## src/rtl/segway_pkg.sv

```systemverilog
// Shared types and constants for the SPI bus arbiter.
// Holds the FSM encoding, owner codes and the timeout read value.
package segway_pkg;

    typedef enum logic [1:0] {
        IDLE = 2'd0,
        BUSY = 2'd1,
        GAP  = 2'd2
    } arb_state_t;

    localparam logic        OWN_INERT = 1'b0;
    localparam logic        OWN_A2D   = 1'b1;
    localparam logic [15:0] BAD_RD    = 16'hFFFF;

    // A2D wins when inertial is idle, or when inertial has used up its streak
    function automatic logic pick_a2d(
        input logic inert_pend,
        input logic a2d_pend,
        input logic streak_full
    );
        return a2d_pend & (~inert_pend | streak_full);
    endfunction

endpackage

```

## src/rtl/arb_req_slot.sv

```systemverilog
// One-deep command buffer for a single SPI requester.
// A post into a full slot is dropped unless the slot drains that same cycle.
module arb_req_slot
    import segway_pkg::*;
(
    input  logic        i_clk,
    input  logic        i_rst,
    input  logic        i_wrt,
    input  logic [15:0] i_cmd,
    input  logic        i_issue,
    output logic        o_pend,
    output logic [15:0] o_cmd,
    output logic        o_ovf
);

    logic        r_pend;
    logic [15:0] r_cmd;
    logic        w_accept;

    assign w_accept = i_wrt & (~r_pend | i_issue);
    assign o_ovf    = i_wrt & r_pend & ~i_issue;
    assign o_pend   = r_pend;
    assign o_cmd    = r_cmd;

    // Capture accepted posts; an issue without a refill empties the slot
    always_ff @(posedge i_clk) begin
        if (i_rst) begin
            r_pend <= 1'b0;
            r_cmd  <= '0;
        end else if (w_accept) begin
            r_pend <= 1'b1;
            r_cmd  <= i_cmd;
        end else if (i_issue) begin
            r_pend <= 1'b0;
        end
    end

endmodule

```

## src/rtl/spi_bus_arbiter.sv

```systemverilog
// Shares one SPI master between the inertial and A2D requesters.
// Fixed inertial priority with a streak cap, inter-frame gap and busy timeout.
module spi_bus_arbiter
    import segway_pkg::*;
#(
    parameter int GAP_CYC   = 4,
    parameter int MAX_INERT = 3,
    parameter int TMO_CYC   = 4096
) (
    input  logic        clk,
    input  logic        rst,
    input  logic        inert_wrt,
    input  logic [15:0] inert_cmd,
    output logic        inert_done,
    output logic [15:0] inert_rd,
    input  logic        a2d_wrt,
    input  logic [15:0] a2d_cmd,
    output logic        a2d_done,
    output logic [15:0] a2d_rd,
    output logic        spi_wrt,
    output logic [15:0] spi_cmd,
    input  logic        spi_done,
    input  logic [15:0] spi_rd,
    output logic        owner,
    output logic        busy,
    output logic        ovf_err,
    output logic        tmo_err
);

    localparam int GW = $clog2(GAP_CYC + 1);
    localparam int SW = $clog2(MAX_INERT + 1);
    localparam int TW = $clog2(TMO_CYC + 1);

    arb_state_t  r_state, w_state_n;
    logic [GW-1:0] r_gap_cnt, w_gap_n;
    logic [SW-1:0] r_streak, w_streak_n;
    logic [TW-1:0] r_tmo_cnt, w_tmo_n;
    logic        r_owner, w_owner_n;
    logic        r_spi_wrt, w_spi_wrt_n;
    logic [15:0] r_spi_cmd, w_spi_cmd_n;
    logic        r_i_done, w_i_done_n;
    logic [15:0] r_i_rd, w_i_rd_n;
    logic        r_a_done, w_a_done_n;
    logic [15:0] r_a_rd, w_a_rd_n;
    logic        r_busy, w_busy_n;
    logic        r_ovf_err, w_ovf_err_n;
    logic        r_tmo_err, w_tmo_err_n;

    logic        w_i_pend, w_a_pend;
    logic [15:0] w_i_cmd, w_a_cmd;
    logic        w_i_ovf, w_a_ovf;
    logic        w_issue, w_pick_a2d;
    logic        w_end_ok, w_end_tmo, w_gap_end;
    logic [15:0] w_rd;

    assign w_issue    = (r_state == IDLE) & (w_i_pend | w_a_pend);
    assign w_pick_a2d = pick_a2d(w_i_pend, w_a_pend,
                                 r_streak == SW'(MAX_INERT));
    assign w_end_ok   = (r_state == BUSY) & spi_done;
    assign w_end_tmo  = (r_state == BUSY) & ~spi_done &
                        (r_tmo_cnt == TW'(TMO_CYC - 1));
    assign w_gap_end  = (r_state == GAP) &
                        (r_gap_cnt == GW'(GAP_CYC - 1));
    assign w_rd       = w_end_ok ? spi_rd : BAD_RD;

    arb_req_slot u_inert_slot (
        .i_clk   (clk),
        .i_rst   (rst),
        .i_wrt   (inert_wrt),
        .i_cmd   (inert_cmd),
        .i_issue (w_issue & ~w_pick_a2d),
        .o_pend  (w_i_pend),
        .o_cmd   (w_i_cmd),
        .o_ovf   (w_i_ovf)
    );

    arb_req_slot u_a2d_slot (
        .i_clk   (clk),
        .i_rst   (rst),
        .i_wrt   (a2d_wrt),
        .i_cmd   (a2d_cmd),
        .i_issue (w_issue & w_pick_a2d),
        .o_pend  (w_a_pend),
        .o_cmd   (w_a_cmd),
        .o_ovf   (w_a_ovf)
    );

    // State, counters and every output are held in registers
    always_ff @(posedge clk) begin
        if (rst) begin
            r_state   <= IDLE;
            r_gap_cnt <= '0;
            r_streak  <= '0;
            r_tmo_cnt <= '0;
            r_owner   <= OWN_INERT;
            r_spi_wrt <= 1'b0;
            r_spi_cmd <= '0;
            r_i_done  <= 1'b0;
            r_i_rd    <= '0;
            r_a_done  <= 1'b0;
            r_a_rd    <= '0;
            r_busy    <= 1'b0;
            r_ovf_err <= 1'b0;
            r_tmo_err <= 1'b0;
        end else begin
            r_state   <= w_state_n;
            r_gap_cnt <= w_gap_n;
            r_streak  <= w_streak_n;
            r_tmo_cnt <= w_tmo_n;
            r_owner   <= w_owner_n;
            r_spi_wrt <= w_spi_wrt_n;
            r_spi_cmd <= w_spi_cmd_n;
            r_i_done  <= w_i_done_n;
            r_i_rd    <= w_i_rd_n;
            r_a_done  <= w_a_done_n;
            r_a_rd    <= w_a_rd_n;
            r_busy    <= w_busy_n;
            r_ovf_err <= w_ovf_err_n;
            r_tmo_err <= w_tmo_err_n;
        end
    end

    // Transaction sequencing: issue, wait for completion, then recover
    always_comb begin
        w_state_n = r_state;
        unique case (r_state)
            IDLE:    if (w_issue) w_state_n = BUSY;
            BUSY:    if (w_end_ok | w_end_tmo) w_state_n = GAP;
            GAP:     if (w_gap_end) w_state_n = IDLE;
            default: w_state_n = IDLE;
        endcase
    end

    // Next values for outputs, streak, gap and timeout counters
    always_comb begin
        w_spi_wrt_n = 1'b0;
        w_spi_cmd_n = r_spi_cmd;
        w_owner_n   = r_owner;
        w_i_done_n  = 1'b0;
        w_i_rd_n    = r_i_rd;
        w_a_done_n  = 1'b0;
        w_a_rd_n    = r_a_rd;
        w_streak_n  = r_streak;
        w_gap_n     = r_gap_cnt;
        w_tmo_n     = r_tmo_cnt;
        w_tmo_err_n = r_tmo_err;
        w_ovf_err_n = r_ovf_err | w_i_ovf | w_a_ovf;
        w_busy_n    = (w_state_n != IDLE);
        unique case (r_state)
            IDLE: begin
                if (w_issue) begin
                    w_spi_wrt_n = 1'b1;
                    w_tmo_n     = '0;
                    if (w_pick_a2d) begin
                        w_spi_cmd_n = w_a_cmd;
                        w_owner_n   = OWN_A2D;
                        w_streak_n  = '0;
                    end else begin
                        w_spi_cmd_n = w_i_cmd;
                        w_owner_n   = OWN_INERT;
                        if (w_a_pend && r_streak != SW'(MAX_INERT))
                            w_streak_n = r_streak + SW'(1);
                    end
                end
            end
            BUSY: begin
                if (w_end_ok | w_end_tmo) begin
                    w_gap_n     = '0;
                    w_tmo_err_n = r_tmo_err | w_end_tmo;
                    if (r_owner == OWN_A2D) begin
                        w_a_done_n = 1'b1;
                        w_a_rd_n   = w_rd;
                    end else begin
                        w_i_done_n = 1'b1;
                        w_i_rd_n   = w_rd;
                    end
                end else begin
                    w_tmo_n = r_tmo_cnt + TW'(1);
                end
            end
            GAP: begin
                if (!w_gap_end) w_gap_n = r_gap_cnt + GW'(1);
            end
            default: ;
        endcase
    end

    assign spi_wrt    = r_spi_wrt;
    assign spi_cmd    = r_spi_cmd;
    assign owner      = r_owner;
    assign inert_done = r_i_done;
    assign inert_rd   = r_i_rd;
    assign a2d_done   = r_a_done;
    assign a2d_rd     = r_a_rd;
    assign busy       = r_busy;
    assign ovf_err    = r_ovf_err;
    assign tmo_err    = r_tmo_err;

endmodule

```

## config.mk

```make
export PLATFORM = sky130hd
export DESIGN_NAME = spi_bus_arbiter
export DESIGN_NICKNAME = d
export VERILOG_FILES = /design/src/rtl/segway_pkg.sv /design/src/rtl/arb_req_slot.sv /design/src/rtl/spi_bus_arbiter.sv
export SDC_FILE = /design/constraint.sdc
export NUM_CORES = 1
export LEC_CHECK = 0
export CORE_ASPECT_RATIO = 1.1
export CORE_UTILIZATION = 53
export CTS_CLUSTER_SIZE = 25
export DETAILED_ROUTE_END_ITERATION = 16
export MAX_ROUTING_LAYER = met4
export PLACE_DENSITY = 0.82
export SETUP_SLACK_MARGIN = 0.1
export SYNTH_ARGS = -nofsm -noshare
export SYNTH_HDL_FRONTEND = slang
export SYNTH_HIERARCHICAL = 1
export SYNTH_SLANG_ARGS = --single-unit
```

## constraint.sdc

```tcl
create_clock -name clk -period 4.1 [get_ports clk]
set_input_delay 0.615 -clock clk [delete_from_list [all_inputs] [get_ports clk]]
set_output_delay 0.615 -clock clk [all_outputs]
set_load 0.03 [all_outputs]
```

==> results of run 1 <==
## path summary, 6_finish.rpt
kind / end / slack, ns / depth (start not counted) / from
max: u_inert_slot/o_cmd[8] / 1.34 / 5 / r_state[1]
min: a2d_rd[10] / 0.47 / 1 / a2d_rd[10]
max reg2reg: u_inert_slot/o_cmd[8] / 1.34 / 5 / r_state[1]
min reg2reg: a2d_rd[10] / 0.47 / 1 / a2d_rd[10]
## kinds of logic after synthesis
group / Yosys count
AOI/OAI and AO/OA: 116
DFF: 109
and+or+nand+nor: 165
adders and majority gates: 4
buffers and inverters: 34
xor gates and xnor gates: 3
muxes: 35
## routing by layer
layer  GRT usage (%)  routed length, um  vias to the layer above
met4            9.55                154                        0
met5               -                  0                        -
met1            28.3               4430                     1791
li1                -                  -                     1842
met2            41.7               5360                      117
met3            4.13                456                       15
## power by group
group	switching, mW	leakage (nW)	internal (mW)
clock network	0.351	0.100	0.301
logic	0.204	1.23	0.177
registers	0.0365	0.888	1.12
## sequential cells by signal, summed over array words and instances (netlist names), 2 cells and up
name,count
a2d_rd,16
inert_rd,16
spi_cmd,16
u_a2d_slot/o_cmd,16
u_inert_slot/o_cmd,16
r_tmo_cnt,13
r_gap_cnt,3
r_state,2
r_streak,2
## synth_stat cells (5+ instances only)
cell type,number
o21a_1,33
mux2i_1,34
nor2_1,45
clkbuf_1,20
a21o_1,6
a21oi_1,42
or3_1,5
nand2b_1,66
nand3_1,6
nand2_1,8
a222oi_1,12
dfxtp_1,109
## worst register-to-register path: cells and delay by family, from the launching register on
kind	cells	cell delay, ns
simple gates	4	2.00
flops	1	0.38
mux	1	0.32
## cell type report
class / instances / share of cell area (%)
multi-input combinational: 323 / 37.7
sequential: 109 / 37.4
timing repair buffer: 111 / 18.8
clock buffer: 11 / 2.43
tap: 111 / 2.38
clock inverter: 4 / 0.966
inverter: 4 / 0.258
## through the flow
step           hold slack [ns]  instance area [um2]  cells
2_1_floorplan            0.427                 4570    466
3_3_place_gp             0.443                 5630    658
3_5_place_dp             0.447                 5630    658
4_1_cts                  0.472                 5830    673
5_1_grt                  0.493                 5830    673
6_report                 0.471                 5830    673
## cells in the final DEF (no fill, tap or decap), drive strengths merged, types with 5 or more instances in the layout
| cell type | synthesis | routed |
|---|---|---|
| a21oi | 42 | 42 |
| nand2 | 8 | 8 |
| a222oi | 12 | 12 |
| clkdlybuf4s50 | 0 | 106 |
| inv | 4 | 5 |
| dfxtp | 109 | 109 |
| nor2 | 45 | 45 |
| buf | 10 | 5 |
| or3 | 6 | 6 |
| a21o | 6 | 6 |
| nand3 | 6 | 6 |
| nand2b | 66 | 66 |
| o21a | 34 | 34 |
| mux2i | 34 | 34 |
| clkbuf | 20 | 11 |
==> results.tsv, run 1 <==
stage	metric	value	unit
hold_path	type of the most critical hold path	flip-flop to flip-flop	
grt	remaining global-route overflow	0	
critical_path	crit path buf inv count	0	
critical_path	Crit Path Max Fanout	16	
clock_tree	CTS hold repair buffers	0	
clock_tree	Worst-path clk slew	0.10	ns
critical_path	Setup Crit Path Kind	flip-flop to flip-flop	
pwr	peak supply drop	0.255	mV
routing	Remaining DRCs	0	
routing	Via Count	3765	
timing	Worst-Margin Slew	1.16	ns
timing	clock skew	0.0148	ns
synth	Synth Cell Area	4570	um2
clock_tree	clock latency on the worst-skew pair	0.37	ns
synth	#FFs+latches synth	109	
floorplan	# IOs	108	
job	Max-Cap Viols	0	
floorplan	DIE AREA	8990	um2
placed_design	pre-CTS WS	1.42	ns
floorplan	Die W	90.5	um
grt	total track usage	24.3	%
critical_path	endpoint class of the critical path	flip-flop	
routing	final wirelength	10.4	mm
timing	Max Clk Rate	0.362	GHz
cells_and_area	Area Growth Syn to Fin	27.6	%
synth	leading area contributor after synthesis	dfxtp_1	
clock_tree	# Post-CTS Setup Buffers	0	
timing	Max Transition Viols Final	0	
floorplan	Core Area	8360	um2
synth	leading register cell type out of synthesis	dfxtp_1	
synth	register area share after synthesis	47.8	%
synth	simple-gate share of the synthesized area	20.7	%
routing	post-route antenna net violation count	0	
floorplan	Cell Rows	35	
routing	WL/cell	15.5	um
synth	Synth area leaders	dfxtp_1 (48%), nand2b_1 (9.0%), mux2i_1 (7.5%)	
floorplan	Chip Height	99.4	um
critical_path	CP startpoint kind	flip-flop	
clock_tree	CTS H-tree depth	3	
synth	Netlist cell types	53	
grt	largest net degree at the start of global routing	68	
clock_tree	clk root buf	clkbuf_8	
timing	setup TNS	0	ns
timing	setup ws final	1.34	ns
grt	first-pass GRT wire length	17.0	mm
timing	Slew HR	22.5	%
routing	Vias/cell	5.59	
timing	Tmin final	2.76	ns
outcome	status	complete, no violations	
clock_tree	PostCTS Resize Cnt	0	
placed_design	# port buffers	107	
cells_and_area	fin util	69.7	%
timing	Final Hold Vio Count	0	
synth	post-synthesis mux area share	7.70	%
synth	Avg Inst Size Synth	9.80	um2
cells_and_area	Diodes inserted	0	
timing	RSZ-0062 raised after global routing	false	
clock_tree	Longest Clk Path Bufs	2	
synth	Syn Nets	523	
routing	DR iter-0 viols	159	
synth	Adder-Cell Fraction of Synth Area	1.10	%
grt	initial antenna violation count	0	
clock_tree	CTS tree	yes	
synth	post-synthesis xor/xnor area fraction	0.575	%
cells_and_area	layout cells sized above 1	5.52	%
critical_path	Req. time, crit path	4.40	ns
critical_path	CP Data Arrival Time	3.06	ns
synth	Synth warnings	6	
placed_design	placer congestion estimate	0.807	
timing	Final period util	67.4	%
synth	Post-Synthesis Cells	466	
grt	vias in the first global route	3642	
synth	Post-synth ARST share	0	%
clock_tree	clock buffer count from CTS	9	
critical_path	slowest stage delay, CP	0.91	ns
placed_design	DP HPWL	7.21	mm
critical_path	Top delay family on crit path	simple AND/OR/NAND/NOR gates	
cells_and_area	multi-input logic area	2200	um2
synth	post-synthesis compound-gate area fraction	18.0	%
pwr	Tot Pwr	2.19	mW
synth	largest family of logic cells by synthesized area	simple AND/OR/NAND/NOR gates	
timing	final setup fails	0	
critical_path	slowest stage cell, crit path	nor2b_2	
synth	EDFF count, synth	0	
pwr	P_leak	2.22	nW
pwr	power per cell area	375	nW/um2
cells_and_area	total of fill cells in the finished design	640	
critical_path	Cell Chain, Critical Path	nor2_1, and3_1, nor2b_4, nor2b_2, mux2i_1	
clock_tree	clock sink count	109	
routing	DRT Pass-1 Iters	5	
cells_and_area	Reg area	2180	um2
floorplan	Starting Density	54.6	%
synth	Synth top area share	47.8	%
cells_and_area	Final nets	615	
(Power assumes the default switching activity.)
==> inputs of run 2 (changes only) <==
- CORE_UTILIZATION: 53 -> 50
- PLACE_DENSITY: 0.82 -> 0.78
- clock period: 4.1 -> 2.8 ns (I/O delays scaled with it)
==> run 2 against run 1 <==
- first-iteration DRC count rose by 7.5%
- utilization shrank 3.3 points
- clock skew up 0.0031 ns
- combinational power is 49% higher
- critical path type unchanged
- critical endpoint is now a2d_rd[7]
- highest routed layer unchanged
==> results.tsv, run 2 (synthesis results as in run 1) <==
stage	metric	value	unit	change
cells_and_area	commonest non-fill, non-tap cells in the layout	dfxtp_1 (109), clkdlybuf4s50_1 (106), nand2b_1 (66)		unchanged
placed_design	placer congestion estimate	0.812		was 0.807
grt	remaining global-route overflow	0		unchanged
pwr	P_leak	2.26	nW	was 2.22 nW
cells_and_area	commonest non-fill, non-tap cell in the layout	dfxtp_1		unchanged
routing	final wirelength	10.3	mm	was 10.4 mm
pwr	Seq pwr share	52.1	%	was 52.7%
floorplan	Chip Height	102	um	was 99.4 um
routing	Remaining DRCs	0		unchanged
critical_path	CP startpoint kind	flip-flop		unchanged
cells_and_area	non-filler cells, final	683		was 673
pwr	peak supply drop	0.325	mV	was 0.255 mV
routing	Vias/cell	5.50		was 5.59
critical_path	Crit Path Max Fanout	16		unchanged
timing	Slew HR	46.6	%	was 22.5%
critical_path	Reg2Reg Depth	4		was 5
outcome	status	complete, no violations		unchanged
timing	RSZ-0062 raised after global routing	false		unchanged
floorplan	Die W	93.1	um	was 90.5 um
timing	setup TNS	0	ns	unchanged
pwr	Psw	0.907	mW	was 0.592 mW
routing	DR iter-0 viols	171		was 159
pwr	Tot Pwr	3.24	mW	was 2.19 mW
critical_path	CP Data Arrival Time	2.24	ns	was 3.06 ns
critical_path	Setup Crit Path Kind	flip-flop to flip-flop		unchanged
pwr	sw frac	28.0	%	was 27.1%
timing	clock skew	0.0179	ns	was 0.0148 ns
timing	final setup fails	0		unchanged
clock_tree	# Post-CTS Setup Buffers	0		unchanged
clock_tree	CTS hold repair buffers	0		unchanged
grt	total track usage	22.9	%	was 24.3%
clock_tree	clock latency on the worst-skew pair	0.37	ns	about the same
floorplan	Core Area	8870	um2	was 8360 um2
cells_and_area	layout cells sized above 1	6.85	%	was 5.52%
cells_and_area	Diodes inserted	0		unchanged
critical_path	endpoint class of the critical path	flip-flop		unchanged
cells_and_area	Area Growth Syn to Fin	29.0	%	was 27.6%
routing	WL/cell	15.1	um	was 15.5 um
grt	initial antenna violation count	0		unchanged
grt	vias in the first global route	3521		was 3642
floorplan	Starting Density	51.5	%	was 54.6%
pwr	Logic pwr share	17.6	%	was 17.5%
cells_and_area	total of fill cells in the finished design	738		was 640
timing	Max Clk Rate	0.517	GHz	was 0.362 GHz
timing	Worst-Margin Slew	0.802	ns	was 1.16 ns
routing	Via Count	3756		was 3765
floorplan	DIE AREA	9520	um2	was 8990 um2
clock_tree	Longest Clk Path Bufs	2		unchanged
cells_and_area	Final nets	621		was 615
critical_path	FF-to-FF End	a2d_rd[7]		was u_inert_slot/o_cmd[8]
placed_design	# port buffers	107		unchanged
critical_path	Setup crit end	a2d_rd[7]		was u_inert_slot/o_cmd[8]
clock_tree	PostCTS Resize Cnt	0		unchanged
critical_path	reg-to-reg critical path startpoint	r_tmo_cnt[4]		was r_state[1]
clock_tree	clock sink count	109		unchanged
critical_path	Req. time, crit path	3.11	ns	was 4.40 ns
clock_tree	CTS H-tree depth	3		unchanged
timing	Final period util	69.1	%	was 67.4%
routing	post-route antenna net violation count	0		unchanged
clock_tree	clock buffer count from CTS	9		unchanged
pwr	clock power share	30.3	%	was 29.8%
timing	WHS	0.427	ns	was 0.471 ns
pwr	Int Pwr	2.33	mW	was 1.59 mW
grt	largest net degree at the start of global routing	115		was 68
placed_design	dpl cells	667		was 658
critical_path	CP startpoint	r_tmo_cnt[4]		was r_state[1]
clock_tree	clk root buf	clkbuf_8		unchanged
pwr	power per cell area	549	nW/um2	was 375 nW/um2
floorplan	Cell Rows	36		was 35
critical_path	FF-to-FF setup slack	0.86	ns	was 1.34 ns
timing	Max Transition Viols Final	0		unchanged
routing	DRT Pass-1 Iters	4		was 5
placed_design	DP HPWL	7.16	mm	was 7.21 mm
timing	Final Hold Vio Count	0		unchanged
floorplan	# IOs	108		unchanged
hold_path	type of the most critical hold path	primary input to flip-flop		was flip-flop to flip-flop
job	Max-Cap Viols	0		unchanged
clock_tree	CTS tree	yes		unchanged
grt	first-pass GRT wire length	16.8	mm	was 17.0 mm
timing	Tmin final	1.94	ns	was 2.76 ns
clock_tree	Worst-path clk slew	0.11	ns	was 0.10 ns
[run 2: final cells by class]
cell class,count,area [um2],share of cell area [%]
multi-input combinational,323,2200,37.3
sequential,109,2180,37.0
timing repair buffer,117,1150,19.6
tap,114,143,2.42
clock buffer,9,124,2.10
clock inverter,7,78.8,1.34
inverter,4,15.0,0.255
[run 2: per-layer routing]
metal / wire, um / vias to the layer above / share of wire (%) / GRT usage [%]
met1: 4510 / 1784 / 44 / 28.0
met2: 5140 / 104 / 50 / 38.0
met5: 0 / - / 0 / -
li1: - / 1857 / - / -
met3: 536 / 11 / 5.2 / 5.43
met4: 114 / 0 / 1.1 / 6.39
[run 2: worst max-delay path, cell delays in order, from the launching register on]
cell and delay [ns]:
dfxtp_1 0.44, nand4_1 0.27, nor4_1 0.40, o21a_1 0.58
o21a_1 0.19
[run 2: how the worst min path moves through the flow]
| stage | slack (ns) | cells past startpoint | endpoint | from |
|---|---|---|---|---|
| floorplan | 0.43 | 1 | spi_cmd[14] | u_inert_slot/o_cmd[14] |
| global placement | 0.44 | 1 | spi_cmd[8] | u_inert_slot/o_cmd[8] |
| detailed placement | 0.44 | 1 | spi_cmd[14] | u_inert_slot/o_cmd[14] |
| CTS | 0.41 | 2 | tmo_err | rst |
| global route | 0.44 | 2 | r_tmo_cnt[1] | rst |
| finish | 0.43 | 2 | tmo_err | rst |
[run 2: power groups by stage]
stage	sequential [mW]	clock [mW]	combinational [mW]
after CTS	1.69	0.994	0.571
after global placement	1.72	0	0.559
after detailed placement	1.72	0	0.569
after global routing	1.70	1.06	0.614
final	1.69	0.979	0.570
after floorplan	1.79	0	0.279
[run 2: through the flow]
step / setup slack [ns] / instance area, um2 / util (%)
finish: 0.865 / 5890 / 66.4
floorplan: 0.926 / 4570 / -
global placement: 0.585 / 5690 / 64.1
global route: 0.672 / 5890 / 66.4
detailed placement: 0.530 / 5690 / 64.1
CTS: 0.862 / 5890 / 66.4
==> inputs of run 3 (changes only) <==
- CORE_UTILIZATION: 50 -> 45
- PLACE_DENSITY: 0.78 -> 0.74
- clock period: 2.8 -> 1.6 ns (I/O delays scaled with it)
==> run 3 against run 2 <==
- sequential power grew 75%
- global-route usage down 1.2 points
- the run now ends with design-rule violations, negative setup slack left
- sequential share of layout area shrank 4.2 points
==> results.tsv, run 3 (synthesis results as in run 1) <==
stage	metric	value	unit	change
floorplan	Core Area	9890	um2	was 8870 um2
routing	Vias/cell	5.38		was 5.50
placed_design	# port buffers	107		unchanged
timing	RSZ-0062 raised after global routing	true		was false
pwr	sw frac	28.7	%	was 28.0%
timing	Slew HR	64.8	%	was 46.6%
pwr	clock power share	30.0	%	was 30.3%
clock_tree	clock latency on the worst-skew pair	0.37	ns	about the same
cells_and_area	non-filler cells, final	746		was 683
routing	WL/cell	15.7	um	was 15.1 um
clock_tree	CTS H-tree depth	3		unchanged
critical_path	CP Data Arrival Time	2.03	ns	was 2.24 ns
placed_design	pre-CTS WS	-0.353	ns	was 0.530 ns
pwr	Psw	1.69	mW	was 0.907 mW
outcome	status	finished with violations		was complete, no violations
placed_design	placer congestion estimate	0.804		was 0.812
pwr	P_leak	2.89	nW	was 2.26 nW
floorplan	Die W	98.1	um	was 93.1 um
grt	total track usage	21.8	%	was 22.9%
clock_tree	clock sink count	109		unchanged
outcome	violated checks	design-rule violations, negative setup slack		
placed_design	DP HPWL	7.54	mm	was 7.16 mm
grt	largest net degree at the start of global routing	115		unchanged
routing	DRT Pass-1 Iters	11		was 4
pwr	Tot Pwr	5.89	mW	was 3.24 mW
timing	Worst-Margin Slew	0.527	ns	was 0.802 ns
routing	met2 WL post-DR	5.94	mm	was 5.14 mm
grt	initial antenna violation count	1		was 0
timing	setup ws final	-0.113	ns	was 0.865 ns
floorplan	Starting Density	46.2	%	was 51.5%
floorplan	Chip Height	108	um	was 102 um
placed_design	dpl cells	709		was 667
clock_tree	Longest Clk Path Bufs	2		unchanged
grt	vias in the first global route	3894		was 3521
job	Max-Cap Viols	0		unchanged
timing	final setup fails	39		was 0
critical_path	CP startpoint kind	flip-flop		unchanged
cells_and_area	Final nets	677		was 621
pwr	Seq pwr share	50.1	%	was 52.1%
routing	wire length on met3	632	um	was 536 um
pwr	Logic pwr share	19.9	%	was 17.6%
floorplan	# IOs	108		unchanged
timing	Tmin final	1.71	ns	was 1.94 ns
critical_path	Req. time, crit path	1.92	ns	was 3.11 ns
clock_tree	clock buffer count from CTS	9		unchanged
grt	first-pass GRT wire length	18.0	mm	was 16.8 mm
critical_path	Setup Crit Path Kind	flip-flop to flip-flop		unchanged
critical_path	Crit Path Max Fanout	6		was 16
timing	Final Hold Vio Count	0		unchanged
grt	remaining global-route overflow	0		unchanged
pwr	power per cell area	872	nW/um2	was 549 nW/um2
routing	DR iter-0 viols	180		was 171
routing	final wirelength	11.7	mm	was 10.3 mm
clock_tree	CTS tree	yes		unchanged
floorplan	DIE AREA	10600	um2	was 9520 um2
cells_and_area	layout cells sized above 1	23.5	%	was 6.85%
timing	Max Clk Rate	0.584	GHz	was 0.517 GHz
pwr	Int Pwr	4.20	mW	was 2.33 mW
timing	Final period util	107	%	was 69.1%
pwr	peak supply drop	0.455	mV	was 0.325 mV
cells_and_area	Area Growth Syn to Fin	47.7	%	was 29.0%
hold_path	type of the most critical hold path	primary input to flip-flop		unchanged
timing	Max Transition Viols Final	0		unchanged
cells_and_area	commonest non-fill, non-tap cells in the layout	dfxtp_1 (92), nand2b_1 (64), dlygate4sd2_1 (55)		was dfxtp_1 (109), clkdlybuf4s50_1 (106), nand2b_1 (66)
cells_and_area	commonest non-fill, non-tap cell in the layout	dfxtp_1		unchanged
timing	clock skew	0.0122	ns	was 0.0179 ns
clock_tree	clk root buf	clkbuf_8		unchanged
routing	Top Metal Used	met4		unchanged
routing	Via Count	4011		was 3756
critical_path	endpoint class of the critical path	flip-flop		unchanged
routing	post-route antenna net violation count	0		unchanged
cells_and_area	fin util	68.2	%	was 66.4%
routing	Remaining DRCs	3		was 0
floorplan	Cell Rows	38		was 36
routing	M1 wire length	4.91	mm	was 4.51 mm
clock_tree	Worst-path clk slew	0.11	ns	about the same
[run 3: timing repair]
item | 4_1_cts | 5_1_grt
setup buffers | 9 | 8
pin swaps | 2 | 22
setup endpoints to repair | 141 | 89
cloned | 1 | 2
gates resized for setup | 75 | 47
hold buffers | 0 | 0
[run 3: path summary, 6_finish.rpt]
check	slack (ns)	from	to	cells past startpoint
max	-0.11	r_tmo_cnt[12]	r_tmo_cnt[9]	5
min	0.30	rst	r_tmo_cnt[1]	3
max reg2reg	-0.11	r_tmo_cnt[12]	r_tmo_cnt[9]	5
min reg2reg	0.47	u_inert_slot/o_cmd[8]	spi_cmd[8]	1
[run 3: cell type report]
class	count	area (um2)
multi-input combinational	323	2490
sequential	109	2210
tap	120	150
timing repair buffer	173	1670
clock buffer	9	124
antenna	1	2.50
inverter	4	15.0
clock inverter	7	86.3
fill	795	3140
[run 3: power groups by stage]
stage	clock, mW	sequential (mW)	combinational (mW)
floorplan	0	3.14	0.506
global placement	0	3.01	1.08
detailed placement	0	3.01	1.10
CTS	1.81	2.95	1.11
global route	1.91	2.97	1.25
finish	1.77	2.95	1.17
[run 3: worst max-delay path, cell delays in order (launching register included)]
cell and delay (ns):
dfxtp_1 0.61, nor4_4 0.13, buf_6 0.16, buf_12 0.13, or4_1 0.51, a21oi_2 0.12
[run 3: stage by stage]
step | TNS [ns] | instance area [um2] | hold WS (ns)
after floorplan | -0.0738 | 4650 | 0.361
after global placement | -5.74 | 6080 | 0.441
after detailed placement | -7.15 | 6080 | 0.439
after CTS | -0.920 | 6420 | 0.284
after global routing | -4.30 | 6750 | 0.308
final | -1.42 | 6750 | 0.303
[run 3: routing by layer]
metal  track usage, %  vias up
li1                 -     1973
met1             24.8     1920
met2             37.4       99
met3             4.74       19
met4             8.23        0
met5                -        -
